### config.mk
export PLATFORM = sky130hd
export DESIGN_NAME = multdiv_unit
export DESIGN_NICKNAME = d
export VERILOG_FILES = /design/src/rtl/multdiv_unit_pkg.sv /design/src/rtl/multdiv_unit_div_step.sv /design/src/rtl/multdiv_unit.sv
export SDC_FILE = /design/constraint.sdc
export NUM_CORES = 1
export LEC_CHECK = 0
export ABC_AREA = 1
export CORE_MARGIN = 2
export CORE_UTILIZATION = 60
export CTS_CLUSTER_SIZE = 16
export DETAILED_ROUTE_END_ITERATION = 16
export PLACE_DENSITY = 0.89
export SKIP_LAST_GASP = 1
export SLEW_MARGIN = 20
export SYNTH_ARGS = -nofsm -noshare
export SYNTH_HDL_FRONTEND = slang
export SYNTH_HIERARCHICAL = 1
export SYNTH_SLANG_ARGS = --single-unit
### constraint.sdc
create_clock -name clock -period 6.7 [get_ports clock]
set_clock_uncertainty 0.2 [all_clocks]
set_input_delay 0.67 -clock clock [delete_from_list [all_inputs] [get_ports clock]]
set_output_delay 0.67 -clock clock [all_outputs]
set_load 0.1 [all_outputs]
### src/rtl/multdiv_unit_pkg.sv
// multdiv_unit_pkg: shared encodings and sizing for the multiply/divide unit
package multdiv_unit_pkg;
  typedef enum logic [1:0] {IDLE = 2'b00, RUN = 2'b01, DONE = 2'b10} state_t;
  typedef enum logic {OP_MULT = 1'b0, OP_DIV = 1'b1} op_t;
  localparam logic [31:0] RSTATUS_MUL_DEF = 32'd4;
  localparam logic [31:0] RSTATUS_DIV_DEF = 32'd5;
  function automatic int cnt_width(input int w);
    return $clog2(w) + 1;
  endfunction
endpackage

### src/rtl/multdiv_unit_div_step.sv
// multdiv_unit_div_step: one restoring-division iteration on unsigned magnitudes
module multdiv_unit_div_step #(
  parameter int WIDTH = 32
) (
  input  logic [WIDTH-1:0] rem_i,
  input  logic [WIDTH-1:0] div_i,
  input  logic             bit_i,
  output logic [WIDTH-1:0] rem_o,
  output logic             q_o
);
  logic [WIDTH:0] sh, diff;
  // rem_i < div_i <= 2^(WIDTH-1), so sh never reaches bit WIDTH and diff[WIDTH] is a clean borrow
  always_comb begin
    sh = {rem_i, bit_i};
    diff = sh - {1'b0, div_i};
    q_o = ~diff[WIDTH];
    rem_o = q_o ? diff[WIDTH-1:0] : sh[WIDTH-1:0];
  end
endmodule

### src/rtl/multdiv_unit.sv
// multdiv_unit: iterative signed Booth multiply / restoring divide, fixed WIDTH+1 cycle latency
module multdiv_unit
  import multdiv_unit_pkg::*;
#(
  parameter int          WIDTH       = 32,
  parameter logic [31:0] RSTATUS_MUL = RSTATUS_MUL_DEF,
  parameter logic [31:0] RSTATUS_DIV = RSTATUS_DIV_DEF
) (
  input  logic             clock,
  input  logic             reset,
  input  logic             ctrl_MULT,
  input  logic             ctrl_DIV,
  input  logic [WIDTH-1:0] data_operandA,
  input  logic [WIDTH-1:0] data_operandB,
  output logic [WIDTH-1:0] data_result,
  output logic             data_exception,
  output logic [31:0]      rstatus_value,
  output logic             data_resultRDY,
  output logic             busy
);
  localparam int CW = cnt_width(WIDTH);
  state_t state_q, state_d;
  op_t op_q, op_d;
  logic [CW-1:0] cnt_q, cnt_d;
  logic [WIDTH:0] acc_q, acc_d;
  logic [WIDTH-1:0] q_q, q_d, m_q, m_d, res_q, res_d;
  logic qm1_q, qm1_d, neg_q, neg_d, bz_q, bz_d, exc_q, exc_d, rdy_q, rdy_d, busy_q, busy_d;
  logic [31:0] rst_q, rst_d;
  logic start, a_neg, b_neg, mul_exc, div_exc, qb;
  logic [WIDTH:0] m_ext, sum;
  logic [WIDTH-1:0] rem_n, quot;
  logic [WIDTH:0] top;
  multdiv_unit_div_step #(.WIDTH(WIDTH)) u_div_step (
    .rem_i(acc_q[WIDTH-1:0]),
    .div_i(m_q),
    .bit_i(q_q[WIDTH-1]),
    .rem_o(rem_n),
    .q_o  (qb)
  );
  always_comb begin
    start = ctrl_MULT | ctrl_DIV;
    a_neg = data_operandA[WIDTH-1];
    b_neg = data_operandB[WIDTH-1];
    m_ext = {m_q[WIDTH-1], m_q};
    // accumulator carries one guard bit so subtracting the most negative multiplicand cannot wrap
    sum = (q_q[0] & ~qm1_q) ? acc_q - m_ext : (~q_q[0] & qm1_q) ? acc_q + m_ext : acc_q;
    top = {acc_q[WIDTH-1:0], q_q[WIDTH-1]};
    mul_exc = ~(&top | ~|top);
    quot = neg_q ? -q_q : q_q;
    div_exc = bz_q | (~neg_q & q_q[WIDTH-1]);
    state_d = state_q;
    op_d = op_q;
    cnt_d = cnt_q;
    acc_d = acc_q;
    q_d = q_q;
    qm1_d = qm1_q;
    m_d = m_q;
    neg_d = neg_q;
    bz_d = bz_q;
    res_d = res_q;
    exc_d = exc_q;
    rst_d = rst_q;
    rdy_d = 1'b0;
    busy_d = busy_q;
    if (start) begin
      state_d = RUN;
      op_d = ctrl_MULT ? OP_MULT : OP_DIV;
      cnt_d = '0;
      acc_d = '0;
      qm1_d = 1'b0;
      q_d = ctrl_MULT ? data_operandB : (a_neg ? -data_operandA : data_operandA);
      m_d = ctrl_MULT ? data_operandA : (b_neg ? -data_operandB : data_operandB);
      neg_d = a_neg ^ b_neg;
      bz_d = ~|data_operandB;
      busy_d = 1'b1;
    end else begin
      case (state_q)
        RUN: begin
          acc_d = (op_q == OP_MULT) ? {sum[WIDTH], sum[WIDTH:1]} : {1'b0, rem_n};
          q_d = (op_q == OP_MULT) ? {sum[0], q_q[WIDTH-1:1]} : {q_q[WIDTH-2:0], qb};
          qm1_d = q_q[0];
          cnt_d = cnt_q + 1'b1;
          state_d = (cnt_q == CW'(WIDTH - 1)) ? DONE : RUN;
        end
        DONE: begin
          res_d = (op_q == OP_MULT) ? q_q : (bz_q ? '0 : quot);
          exc_d = (op_q == OP_MULT) ? mul_exc : div_exc;
          rst_d = exc_d ? ((op_q == OP_MULT) ? RSTATUS_MUL : RSTATUS_DIV) : 32'd0;
          rdy_d = 1'b1;
          state_d = IDLE;
        end
        default: busy_d = 1'b0;
      endcase
    end
  end
  always_ff @(posedge clock or negedge reset) begin
    if (!reset) begin
      state_q <= IDLE;
      op_q <= OP_MULT;
      cnt_q <= '0;
      acc_q <= '0;
      q_q <= '0;
      qm1_q <= 1'b0;
      m_q <= '0;
      neg_q <= 1'b0;
      bz_q <= 1'b0;
      res_q <= '0;
      exc_q <= 1'b0;
      rst_q <= '0;
      rdy_q <= 1'b0;
      busy_q <= 1'b0;
    end else begin
      state_q <= state_d;
      op_q <= op_d;
      cnt_q <= cnt_d;
      acc_q <= acc_d;
      q_q <= q_d;
      qm1_q <= qm1_d;
      m_q <= m_d;
      neg_q <= neg_d;
      bz_q <= bz_d;
      res_q <= res_d;
      exc_q <= exc_d;
      rst_q <= rst_d;
      rdy_q <= rdy_d;
      busy_q <= busy_d;
    end
  end
  assign data_result = res_q;
  assign data_exception = exc_q;
  assign rstatus_value = rst_q;
  assign data_resultRDY = rdy_q;
  assign busy = busy_q;
endmodule

==> impl_metrics.env <==
export IMPL_status="complete, but fails checks"
export IMPL_violations="design-rule violations"
export IMPL_p_comb_share_pct=46.4
export IMPL_drt_initial_drc_count=2982
export IMPL_clock_latency_ns=0.45
export IMPL_yosys_warnings=6
export IMPL_coreArea_sq_mm=0.0307
export IMPL_clkTransAtPathRegs_ns=0.08
export IMPL_cap_violations=0
export IMPL_relSlewSlack_pct=27.6
export IMPL_leakage_uw=0.0110
export IMPL_dpl_instance_area_sq_mm=0.0198
export IMPL_drt_total_wl_um=73700
export IMPL_vias_per_cell=6.02
export IMPL_cts_tree="built"
export IMPL_ys_types=56
export IMPL_cts_path_max_buffers=2
export IMPL_cp_required_ns=6.87
export IMPL_drc=2
export IMPL_power_internal_uw=1960
export IMPL_fmax_mhz=284
export IMPL_yosys_most_used_dff="dfrtp_1"
export IMPL_max_slew_worst_pin_slew_ns=1.09
export IMPL_syn_area_per_cell_sq_um=5.73
export IMPL_period_share_pct=52.6
export IMPL_post_cts_buffers=0
export IMPL_die_x_um=181
export IMPL_yosysSeqAreaShare_pct=19.3
export IMPL_synth_seq_cells=145
export IMPL_setup_viol=0
export IMPL_die_y_um=181
export IMPL_seq_power_share_pct=28.0
export IMPL_netlist_instances=3281
export IMPL_async_flop_share_pct=100
export IMPL_numCtsBuffers=17
export IMPL_tns_ns=0
export IMPL_grt_usage_pct=44.7
export IMPL_io_buffers=104
export IMPL_p_total_uw=3860
export IMPL_worst_setup_path_end_kind="register"
export IMPL_fin_area_sq_mm=0.0204
export IMPL_path_cells="inv_1 -> ha_1 -> fa_1 -> inv_1 -> nand2_1 -> nand2_1 -> nand3_1 -> nand2_2 -> nand2_2 -> nand2_2 -> nand2_4 -> nand2_4 -> nand2_2 -> nand2_4 -> nand2_1 -> nand2_1 -> nor2_1 -> nor2_1 -> nand2_1 -> o21ai_0"
export IMPL_cp_max_fo=32
export IMPL_die_area_sq_mm=0.0328
export IMPL_cts_sinks=145
export IMPL_cts_hold_buffers=0
export IMPL_switching_share_pct=49.4
export IMPL_final_cell_mix="nand2_1 (984), inv_1 (488), nor2_1 (336)"
export IMPL_syn_cell_area_sq_mm=0.0188
export IMPL_gp_congestion=1.08
export IMPL_dr_pass1_iters=13
export IMPL_critical_path_max_stage_delay_ns=0.57
export IMPL_start_util_pct=61.1
export IMPL_grt_pass1_vias=21300
export IMPL_ios=135
export IMPL_power_frac_clock_pct=25.6
export IMPL_ant_nets=0
export IMPL_cp_slowest_cell="dfrtp_1"
export IMPL_globalRouteOverflowTotal=0
export IMPL_antenna_found_initial=0
export IMPL_max_vdd_ir_drop_mv=0.145
export IMPL_critPathLaunchType="register"
export IMPL_drive_above_1_share_pct=5.73
export IMPL_hold_class="in2async"
export IMPL_final_nets=3473
export IMPL_crit_type="reg2reg"
export IMPL_arrival_ns=3.69
export IMPL_final_common_cell="nand2_1"
export IMPL_hold_violations=0
export IMPL_grt_pass1_wl_um=115000
export IMPL_num_rows=64
export IMPL_vias=22300
export IMPL_p_switching_uw=1910
export IMPL_rsz0062_at_grt="false"
export IMPL_h_tree_depth=4
export IMPL_path_common_cell="nand2_1"
export IMPL_dp_hpwl_um=57800
export IMPL_clockRootBuffer="clkbuf_16"
export IMPL_syn2layout_area_growth_pct=8.37
export IMPL_wl_per_cell_um=19.9
export IMPL_power_density_mw_per_mm2=190
export IMPL_antenna_cells=0
export IMPL_grt_max_degree=97
export IMPL_cts_resized=0
export IMPL_synth_edf_count=0
export IMPL_drv_slew=0
export IMPL_layout_min_cycle_time_ns=3.52
==> critical path: cells and delay by family, from the launching register on <==
| kind | cells | cell delay [ns] |
|---|---|---|
| and+or+nand+nor | 15 | 1.64 |
| adders and majority gates | 2 | 0.73 |
| DFF | 1 | 0.57 |
| buffers and inverters | 2 | 0.22 |
| AOI/OAI and AO/OA | 1 | 0.07 |
==> stage by stage <==
step	worst slack (ns)	util, %	instances	hold slack, ns
floorplan	4.11	-	3310	0.174
global placement	3.03	64.3	3677	0.247
detailed placement	2.87	64.3	3677	0.267
CTS	3.28	66.2	3709	0.0304
global route	2.97	66.2	3709	0.0661
finish	3.18	66.2	3709	0.0236
==> state kept, by name (all words and copies together), names as in the netlist <==
| register | flops |
|---|---|
| acc_q | 33 |
| busy | 1 |
| bz_q | 1 |
| cnt_q | 6 |
| data_result | 32 |
| data_resultRDY | 1 |
| m_q | 32 |
| neg_q | 1 |
| op_q | 1 |
| q_q | 32 |
| qm1_q | 1 |
| rstatus_value | 2 |
| state_q | 2 |
==> per-layer routing <==
| metal | part of all wire (%) | GRT usage (%) | up-vias | routed length (um) |
|---|---|---|---|---|
| met1 | 37 | 53.2 | 10100 | 27000 |
| li1 | - | - | 10500 | - |
| met5 | 0 | 0 | - | 0 |
| met4 | 8.2 | 31.4 | 0 | 6070 |
| met3 | 11 | 7.98 | 345 | 7860 |
| met2 | 45 | 73.5 | 1436 | 32800 |
==> final timing paths <==
path                          start  depth (start not counted)  slack, ns        end
setup / recovery            q_q[31]                         20       3.18   acc_q[9]
hold / removal                reset                          1       0.02  acc_q[29]
setup reg to reg            q_q[31]                         20       3.18   acc_q[9]
hold reg to reg            cnt_q[5]                          1       0.28   cnt_q[5]
max in group asynchronous     reset                          2       5.07     q_q[9]
min in group clock         cnt_q[5]                          1       0.28   cnt_q[5]
==> power by group through the flow <==
stage | clock, uW | sequential (uW) | combinational [uW]
6_report | 989 | 1080 | 1790
5_1_grt | 1020 | 1090 | 1960
4_1_cts | 984 | 1070 | 1730
3_5_place_dp | 0 | 1090 | 1720
3_3_place_gp | 0 | 1080 | 1700
2_1_floorplan | 0 | 1020 | 1280
==> layout make-up <==
cell class,count,area [sq um]
Clock buffer,17,425
Clock inverter,15,169
Fill cell,2921,10400
Inverter,529,1990
Multi-Input combinational cell,2488,12500
Sequential cell,145,3630
Tap cell,396,495
Timing Repair Buffer,119,1150
==> cell usage after synthesis, types with 26 or more instances <==
cell type  instances  area [sq um]
nand2_1          984          3690
inv_1            490          1840
nor2_1           337          1260
nand3_1          243          1220
a21oi_1          196           981
o21ai_0          171           856
dfrtp_1          145          3630
ha_1             102          1280
clkbuf_1          63           236
nand4_1           44           275
xor2_1            43           377
inv_2             36           135
buf_4             35           263
buf_2             34           170
o21ai_1           34           170
nand2_2           30           188
nor3_1            29           145
o211ai_1          26           195
==> logic make-up after synthesis <==
logic type / Yosys count / synth area share [%]
buffers and inverters: 677 / 14.8
DFF: 145 / 19.3
other: 1 / 0.0200
xor gates and xnor gates: 47 / 2.19
and+or+nand+nor: 1763 / 40.1
AOI/OAI and AO/OA: 543 / 16.5
adders and majority gates: 105 / 7.11
(Power assumes the default switching activity.)
